**config.mk**
```make
export PLATFORM = sky130hd
export DESIGN_NAME = apb_req_arbiter
export DESIGN_NICKNAME = d
export VERILOG_FILES = /design/src/rtl/apb_req_arbiter.sv
export SDC_FILE = /design/constraint.sdc
export NUM_CORES = 1
export LEC_CHECK = 0
export BUFFER_PORTS_ARGS = -buffer_cell sky130_fd_sc_hd__clkbuf_2
export CAP_MARGIN = 30
export CELL_PAD_IN_SITES_DETAIL_PLACEMENT = 1
export CELL_PAD_IN_SITES_GLOBAL_PLACEMENT = 2
export CORE_MARGIN = 1
export CORE_UTILIZATION = 24
export DETAILED_ROUTE_END_ITERATION = 16
export PLACE_DENSITY = 0.95
export SETUP_SLACK_MARGIN = 0.4
export SYNTH_ARGS = -nofsm -noshare
export SYNTH_HDL_FRONTEND = slang
export SYNTH_SLANG_ARGS = --single-unit
```
**constraint.sdc**
```tcl
create_clock -name PCLK -period 3.42 [get_ports PCLK]
set_clock_uncertainty 0.05 [all_clocks]
set_input_delay 0.342 -clock PCLK [delete_from_list [all_inputs] [get_ports PCLK]]
set_output_delay 0.342 -clock PCLK [all_outputs]
set_load 0.05 [all_outputs]
```
**src/rtl/apb_req_arbiter.sv**
```systemverilog
// rtl/apb_req_arbiter.sv - round-robin arbiter sharing one APB master request port among NUM_REQ requesters
// Build option: APB_ARB_FIXED_PRIO_EN selects fixed priority (lowest index wins) instead of round-robin.
module apb_req_arbiter #(
  parameter int NUM_REQ    = 4,
  parameter int ADDR_WIDTH = 32,
  parameter int DATA_WIDTH = 32,
  parameter int STRB_WIDTH = DATA_WIDTH/8
) (
  input  logic                           PCLK,
  input  logic                           PRESET,
  input  logic [NUM_REQ-1:0]             r_valid,
  input  logic [NUM_REQ-1:0]             r_write,
  input  logic [NUM_REQ*ADDR_WIDTH-1:0]  r_addr,
  input  logic [NUM_REQ*DATA_WIDTH-1:0]  r_wdata,
  input  logic [NUM_REQ*STRB_WIDTH-1:0]  r_strb,
  input  logic [NUM_REQ*3-1:0]           r_prot,
  output logic [NUM_REQ-1:0]             r_grant,
  output logic [NUM_REQ-1:0]             r_done,
  output logic [DATA_WIDTH-1:0]          r_rdata,
  output logic                           r_slverr,
  output logic                           SWRITE,
  output logic [ADDR_WIDTH-1:0]          SADDR,
  output logic [DATA_WIDTH-1:0]          SWDATA,
  output logic [STRB_WIDTH-1:0]          SSTRB,
  output logic [2:0]                     SPROT,
  output logic                           transfer,
  input  logic                           PSEL,
  input  logic                           PENABLE,
  input  logic                           PREADY,
  input  logic                           PSLVERR,
  input  logic [DATA_WIDTH-1:0]          PRDATA,
  output logic                           busy
);

  localparam int PW = (NUM_REQ > 1) ? $clog2(NUM_REQ) : 1;

  typedef enum logic [1:0] {IDLE, ISSUE, WAIT, RESP} state_t;

  state_t        state;
  logic [PW-1:0] rr_ptr;
  logic [PW-1:0] owner;
  logic [PW-1:0] win_idx;
  logic          win_found;
  int            idx;

  // Search starts at rr_ptr and wraps explicitly so non-power-of-two NUM_REQ never reaches bits >= NUM_REQ.
  always_comb begin
    win_idx   = '0;
    win_found = 1'b0;
    idx       = 0;
    for (int i = 0; i < NUM_REQ; i++) begin
      idx = int'(rr_ptr) + i;
      if (idx >= NUM_REQ) idx = idx - NUM_REQ;
      if (!win_found && r_valid[idx]) begin
        win_found = 1'b1;
        win_idx   = PW'(idx);
      end
    end
  end

  always_ff @(posedge PCLK) begin
    if (PRESET) begin
      state    <= IDLE;
      rr_ptr   <= '0;
      owner    <= '0;
      r_grant  <= '0;
      r_done   <= '0;
      r_rdata  <= '0;
      r_slverr <= 1'b0;
      SWRITE   <= 1'b0;
      SADDR    <= '0;
      SWDATA   <= '0;
      SSTRB    <= '0;
      SPROT    <= '0;
      transfer <= 1'b0;
      busy     <= 1'b0;
    end else begin
      case (state)
        IDLE: begin
          r_done <= '0;
          if (win_found) begin
            SWRITE   <= r_write[win_idx];
            SADDR    <= r_addr[win_idx*ADDR_WIDTH +: ADDR_WIDTH];
            SWDATA   <= r_wdata[win_idx*DATA_WIDTH +: DATA_WIDTH];
            SSTRB    <= r_strb[win_idx*STRB_WIDTH +: STRB_WIDTH];
            SPROT    <= r_prot[win_idx*3 +: 3];
            r_grant  <= NUM_REQ'(1) << win_idx;
            owner    <= win_idx;
            transfer <= 1'b1;
            busy     <= 1'b1;
            state    <= ISSUE;
          end
        end
        ISSUE: state <= WAIT;
        WAIT: begin
          if (PSEL && PENABLE && PREADY) begin
            r_rdata  <= SWRITE ? '0 : PRDATA;
            r_slverr <= PSLVERR;
            transfer <= 1'b0;
            r_done   <= r_grant;
            state    <= RESP;
          end
        end
        RESP: begin
          r_done  <= '0;
          r_grant <= '0;
          busy    <= 1'b0;
`ifdef APB_ARB_FIXED_PRIO_EN
          rr_ptr  <= '0;
`else
          rr_ptr  <= (owner == PW'(NUM_REQ-1)) ? '0 : owner + 1'b1;
`endif
          state   <= IDLE;
        end
        default: state <= IDLE;
      endcase
    end
  end

endmodule

```
==> reports/qor.yml, run 1 <==
multiInputGateArea_um2: 4110
viasPerCell: 4.95
crit_path_start_kind: "register"
p_switching_mw: 4.07
gp_congestion: 0.856
leakage_nw: 4.97
max-vdd-ir-drop_mv: 0.309
synth_top_area_cell: "dfxtp_1"
grt_max_degree: 122
grt_pass1_wl_um: 45900
seq_area_um2: 2420
hold_path.class: "in2reg"
root_buffer: "clkbuf_16"
core-area_um2: 28700
fin_crit_ns: 2.45
drive_gt1_share_pct: 41.7
first_pass_iters: 5
cts_resized: 0
cts_buffer_depth: 2
netlist_area_um2: 7010
rsz0062_at_grt: "no"
startpoint: "rr_ptr[0]"
die_width_um: 173
timing.slew.headroom_pct: 39.3
p_per_area_nw_per_um2: 820
yosys-top-cells-count: "181 x nor2_1, 121 x dfxtp_1, 70 x nand2_1"
hold_buffers: 0
drt_iter0_markers: 296
r2r_start: "rr_ptr[0]"
dieArea_um2: 29900
htreeDepth: 4
finalSetupTns_ns: 0
drv_cap: 0
fin_nets: 1576
portBuffers: 444
synthFlopType: "dfxtp_1"
critPathKind: "reg2reg"
drtAntennaViolNets: 0
utilization_pct: 35.5
syn_inst: 837
end_kind: "register"
wl_um: 30100
p_sw_share_pct: 48.7
synthTopCellsByArea: "dfxtp_1 35%, nor2_1 9.7%, mux2i_1 9.4%, a221o_1 8.9%, o2bb2ai_1 8.2%"
worst_slew_pin_slew_ns: 0.909
rrSetupSlack_ns: 0.97
synth_area_per_cell_um2: 8.37
fin_crit_sh_pct: 71.7
cts_buffers: 17
synth_edf_count: 0
path_cells: "nor2b_4 -> a211oi_2 -> buf_4 -> nor2_4 -> buf_12 -> buf_4 -> mux2i_1 -> o2bb2ai_1"
fp.dieH_um: 173
slowest_stage: "nor2_4"
async_flop_share_pct: 0
placed_area_um2: 9590
seq_area_frac_synth_pct: 34.6
drc_errors: 0
synth_most_common_cell: "nor2_1"
cp_common_cell: "buf_4"
num_io_pins: 445
clkPwrFrac_pct: 22.6
path_delay_family: "simple AND/OR/NAND/NOR gates"
cp_data_required_time_ns: 3.67
max_freq_mhz: 408
row_count: 62
syn_to_final_growth_pct: 45.5
holdCritStartpoint: "PSLVERR"
vias: 8125
synth_fp_nets: 1171
initial_core_util_pct: 24.4
cpPeakStageDelay_ns: 0.63
routedWlPerCell_um: 18.4
worstPathMaxFanout: 24
post_cts_buffers: 0
sequentialPowerShare_pct: 24.7
cts_tree: "yes"
cts.reportedPaths.clkPinSlew_ns: 0.07
p_int_mw: 4.29
finalPower_mw: 8.36
ys_ff_latch: 121
path_buf_inv: 3
final_cell_area_um2: 10200
setup_viol: 0
finalHoldViolations: 0
pwr-share-comb_pct: 52.7
track_usage_pct: 19.6
dp_hpwl_um: 22700
grt-ovfl-total: 0
synth_top_area_share_pct: 34.6
clock-sinks: 121
status: "complete, no violations"
crit_arrival_ns: 2.70
yosys_warnings: 0
n_fill_cell: 3590
antenna_found_initial: 2
clock_latency_ns: 0.41
report.final.slew_viol_count: 0
grt_pass1_vias: 8360
ys_types: 46
==> registers in the layout (all words and copies together) (netlist names) <==
register	flops
r_rdata	32
rr_ptr	2
SADDR	32
transfer	1
SWDATA	32
r_grant	4
r_done	4
r_slverr	1
owner	2
SPROT	3
SWRITE	1
SSTRB	4
state	2
busy	1
==> power by group through the flow <==
stage / Sequential [mW] / Clock [mW] / Combinational [mW]
floorplan: 3.37 / 0 / 1.97
global placement: 2.08 / 0 / 4.36
detailed placement: 2.09 / 0 / 4.44
CTS: 2.07 / 1.96 / 4.45
global route: 2.11 / 2.01 / 4.72
finish: 2.06 / 1.89 / 4.41
==> placed cells by master (no fill, tap or decap), types with 4 or more instances in the layout <==
cell	netlist	routed
inv_8	0	4
nor3b_1	33	33
mux2i_1	66	66
a31oi_1	11	11
nor2_1	181	181
clkbuf_16	0	17
a21oi_1	42	42
inv_6	0	6
a221o_1	62	62
clkbuf_2	0	443
dfxtp_1	121	121
buf_12	0	10
a22oi_1	4	4
nand3_1	12	12
a21o_1	11	11
inv_1	8	8
nand2_1	70	70
a211oi_2	10	10
o21ai_0	6	6
o2bb2ai_1	66	66
o21ai_1	8	8
a41o_1	9	9
buf_4	11	15
ha_1	4	4
==> metrics by stage <==
stage          std cells  setup WS (ns)  hold slack [ns]
3_3_place_gp        1606          0.689            0.401
5_1_grt             1640          0.781            0.134
6_report            1640          0.969            0.132
4_1_cts             1639          0.920            0.107
2_1_floorplan        837           1.72            0.390
3_5_place_dp        1607          0.597            0.415
==> tightest hold or removal path, stage by stage <==
cell	delay (ns)
clkbuf_2	0.08
mux2i_1	0.06
nor2_1	0.07
==> final cells by class <==
class	instances	area share (%)
sequential	121	23.8
antenna	1	0.0245
timing repair buffer	469	25.0
tap	384	4.71
clock inverter	15	1.74
clock buffer	17	4.17
inverter	9	0.331
multi-input combinational	624	40.3
==> cells by family after synthesis <==
logic type,synth area share (%)
simple gates,20.1
compound gates,28.1
flops,34.6
buf+inv,7.12
mux,9.43
fa+ha+maj,0.714
==> layer usage <==
| metal | track usage, % | routed length [µm] | vias to the layer above |
|---|---|---|---|
| li1 | - | - | 3884 |
| met1 | 22.4 | 12400 | 3837 |
| met2 | 34.1 | 14500 | 355 |
| met3 | 5.23 | 2120 | 49 |
| met4 | 9.00 | 1110 | 0 |
| met5 | 0 | 0 | - |
==> worst paths after layout <==
path | cells past startpoint | to
setup / recovery | 8 | SADDR[3]
hold / removal | 3 | r_slverr
setup reg to reg | 8 | SADDR[3]
hold reg to reg | 2 | transfer
No activity file was read; power rests on OpenSTA's default activity.
==> run 2, diff against run 1 <==
--- a/config.mk
+++ b/config.mk
@@ -10,9 +10,9 @@
 export CELL_PAD_IN_SITES_DETAIL_PLACEMENT = 1
 export CELL_PAD_IN_SITES_GLOBAL_PLACEMENT = 2
 export CORE_MARGIN = 1
-export CORE_UTILIZATION = 24
+export CORE_UTILIZATION = 22
 export DETAILED_ROUTE_END_ITERATION = 16
-export PLACE_DENSITY = 0.95
+export PLACE_DENSITY = 0.89
 export SETUP_SLACK_MARGIN = 0.4
 export SYNTH_ARGS = -nofsm -noshare
 export SYNTH_HDL_FRONTEND = slang
==> constraint.sdc (replaced) <==
create_clock -name PCLK -period 2.5 [get_ports PCLK]
set_clock_uncertainty 0.05 [all_clocks]
set_input_delay 0.25 -clock PCLK [delete_from_list [all_inputs] [get_ports PCLK]]
set_output_delay 0.25 -clock PCLK [all_outputs]
set_load 0.05 [all_outputs]
==> reports/qor.yml, run 2 (synthesis results as in run 1) <==
clock-sinks: 121  # unchanged
cts_resized: 0  # unchanged
core-area_um2: 31000  # was 28700 µm²
cpPeakStageDelay_ns: 0.53  # was 0.63 ns
end_kind: "register"  # unchanged
drtAntennaViolNets: 0  # unchanged
hold_path.class: "in2reg"  # unchanged
cts.reportedPaths.clkPinSlew_ns: 0.07  # about the same
placed_area_um2: 9580  # was 9590 µm²
p_per_area_nw_per_um2: 1120  # was 820 nW/µm²
cp_data_required_time_ns: 2.74  # was 3.67 ns
root_buffer: "clkbuf_16"  # unchanged
wl_um: 31100  # was 30100 µm
status: "complete, no violations"  # unchanged
syn_to_final_growth_pct: 44.7  # was 45.5%
worst_slew_pin_slew_ns: 0.697  # was 0.909 ns
report.final.slew_viol_count: 0  # unchanged
portBuffers: 444  # unchanged
reg.largest.list: "SADDR: 32 flops, SWDATA: 32 flops, r_rdata: 32 flops"  # unchanged
dp_hpwl_um: 22900  # was 22700 µm
row_count: 64  # was 62
routedWlPerCell_um: 18.9  # was 18.4 µm
max-vdd-ir-drop_mv: 0.426  # was 0.309 mV
rsz0062_at_grt: "no"  # unchanged
grt_pass1_vias: 8232  # was 8360
fp.dieH_um: 180  # was 173 µm
crit_arrival_ns: 2.24  # was 2.70 ns
max_freq_mhz: 501  # was 408 MHz
path_delay_family: "compound AO/OA/AOI/OAI gates"  # was simple AND/OR/NAND/NOR gates
final_cell_area_um2: 10100  # was 10200 µm²
first_pass_iters: 4  # was 5
initial_core_util_pct: 22.6  # was 24.4%
path_cells: "inv_1 -> a21oi_2 -> nand2_2 -> buf_12 -> a221o_1 -> o2bb2ai_1"  # was nor2b_4 -> a211oi_2 -> buf_4 -> nor2_4 -> buf_12 -> buf_4 -> mux2i_1 -> o2bb2ai_1
utilization_pct: 32.7  # was 35.5%
grt_pass1_wl_um: 47400  # was 45900 µm
hold_buffers: 0  # unchanged
fin_nets: 1574  # was 1576
antenna_found_initial: 2  # unchanged
grt_max_degree: 122  # unchanged
htreeDepth: 4  # unchanged
num_io_pins: 445  # unchanged
track_usage_pct: 18.8  # was 19.6%
drive_gt1_share_pct: 41.5  # was 41.7%
gp_congestion: 0.840  # was 0.856
die_width_um: 180  # was 173 µm
clock_latency_ns: 0.41  # about the same
drc_errors: 0  # unchanged
cts_buffers: 17  # unchanged
leakage_nw: 4.94  # was 4.97 nW
viasPerCell: 4.82  # was 4.95
worstPathMaxFanout: 61  # was 24
fin_crit_ns: 2.00  # was 2.45 ns
critPathKind: "reg2reg"  # unchanged
vias: 7956  # was 8125
finalSetupTns_ns: 0  # unchanged
fin_crit_sh_pct: 79.9  # was 71.7%
crit_path_start_kind: "register"  # unchanged
setup_viol: 0  # unchanged
cts_buffer_depth: 2  # unchanged
path_buf_inv: 2  # was 3
final_common_cell: "clkbuf_2"  # unchanged
slowest_stage: "dfxtp_1"  # was nor2_4
timing.slew.headroom_pct: 53.5  # was 39.3%
layout_common_cells: "443 x clkbuf_2, 181 x nor2_1, 121 x dfxtp_1, 70 x nand2_1"  # unchanged
dieArea_um2: 32600  # was 29900 µm²
finalHoldViolations: 0  # unchanged
drv_cap: 0  # unchanged
grt-ovfl-total: 0  # unchanged
drt_iter0_markers: 317  # was 296
post_cts_buffers: 0  # unchanged
cts_tree: "yes"  # unchanged
run 2: changes by cell type in the layout (fill, tap and decap cells not counted), sizes merged:
cell / change
clkinv: +6
inv: -5
clkinvlp: -2
diode: +1
buf: -2
bufinv: -1
clkbuf: +1
run 2: path summary, 6_finish.rpt:
| path | start | to | slack, ns | cells past startpoint |
|---|---|---|---|---|
| max reg2reg | rr_ptr[1] | SWDATA[4] | 0.50 | 6 |
| max | rr_ptr[1] | SWDATA[4] | 0.50 | 6 |
| min | r_strb[8] | SSTRB[0] | 0.04 | 3 |
| min reg2reg | owner[1] | owner[1] | 0.42 | 2 |
run 2: per-layer routing:
layer	share of wire, %	GRT usage, %
met5	0	0
met2	50	33.1
met1	43	22.3
met3	5.9	4.89
met4	1.6	5.64
run 2: cell type report:
class                      instances  area (µm²)
clock inverter                    13         120
antenna                            2        5.00
multi-input combinational        624        4110
tap                              396         495
sequential                       121        2420
fill                            3827       20800
timing repair buffer             467        2520
inverter                           9        33.8
clock buffer                      18         439
run 2: report_power, final:
group | switching (mW) | total [mW] | leakage (nW) | internal [mW]
clock | 1.01 | 2.41 | 0.281 | 1.40
combinational | 4.14 | 6.06 | 3.67 | 1.92
sequential | 0.355 | 2.84 | 0.996 | 2.48
total | 5.51 | 11.3 | 4.94 | 5.80
run 2: metrics by stage:
| stage | cells | setup WS, ns | power, mW | hold WS (ns) |
|---|---|---|---|---|
| CTS | 1648 | 0.516 | 11.5 | 0.0104 |
| global route | 1649 | 0.407 | 12.0 | 0.0269 |
| finish | 1650 | 0.503 | 11.3 | 0.0378 |
| global placement | 1616 | 0.395 | 8.85 | 0.401 |
| detailed placement | 1617 | 0.332 | 8.98 | 0.411 |
| floorplan | 837 | 0.874 | 7.30 | 0.344 |
run 2: worst min-delay path: stages:
cell and delay (ns):
clkbuf_2 0.08, nand3_1 0.05, a31oi_1 0.08
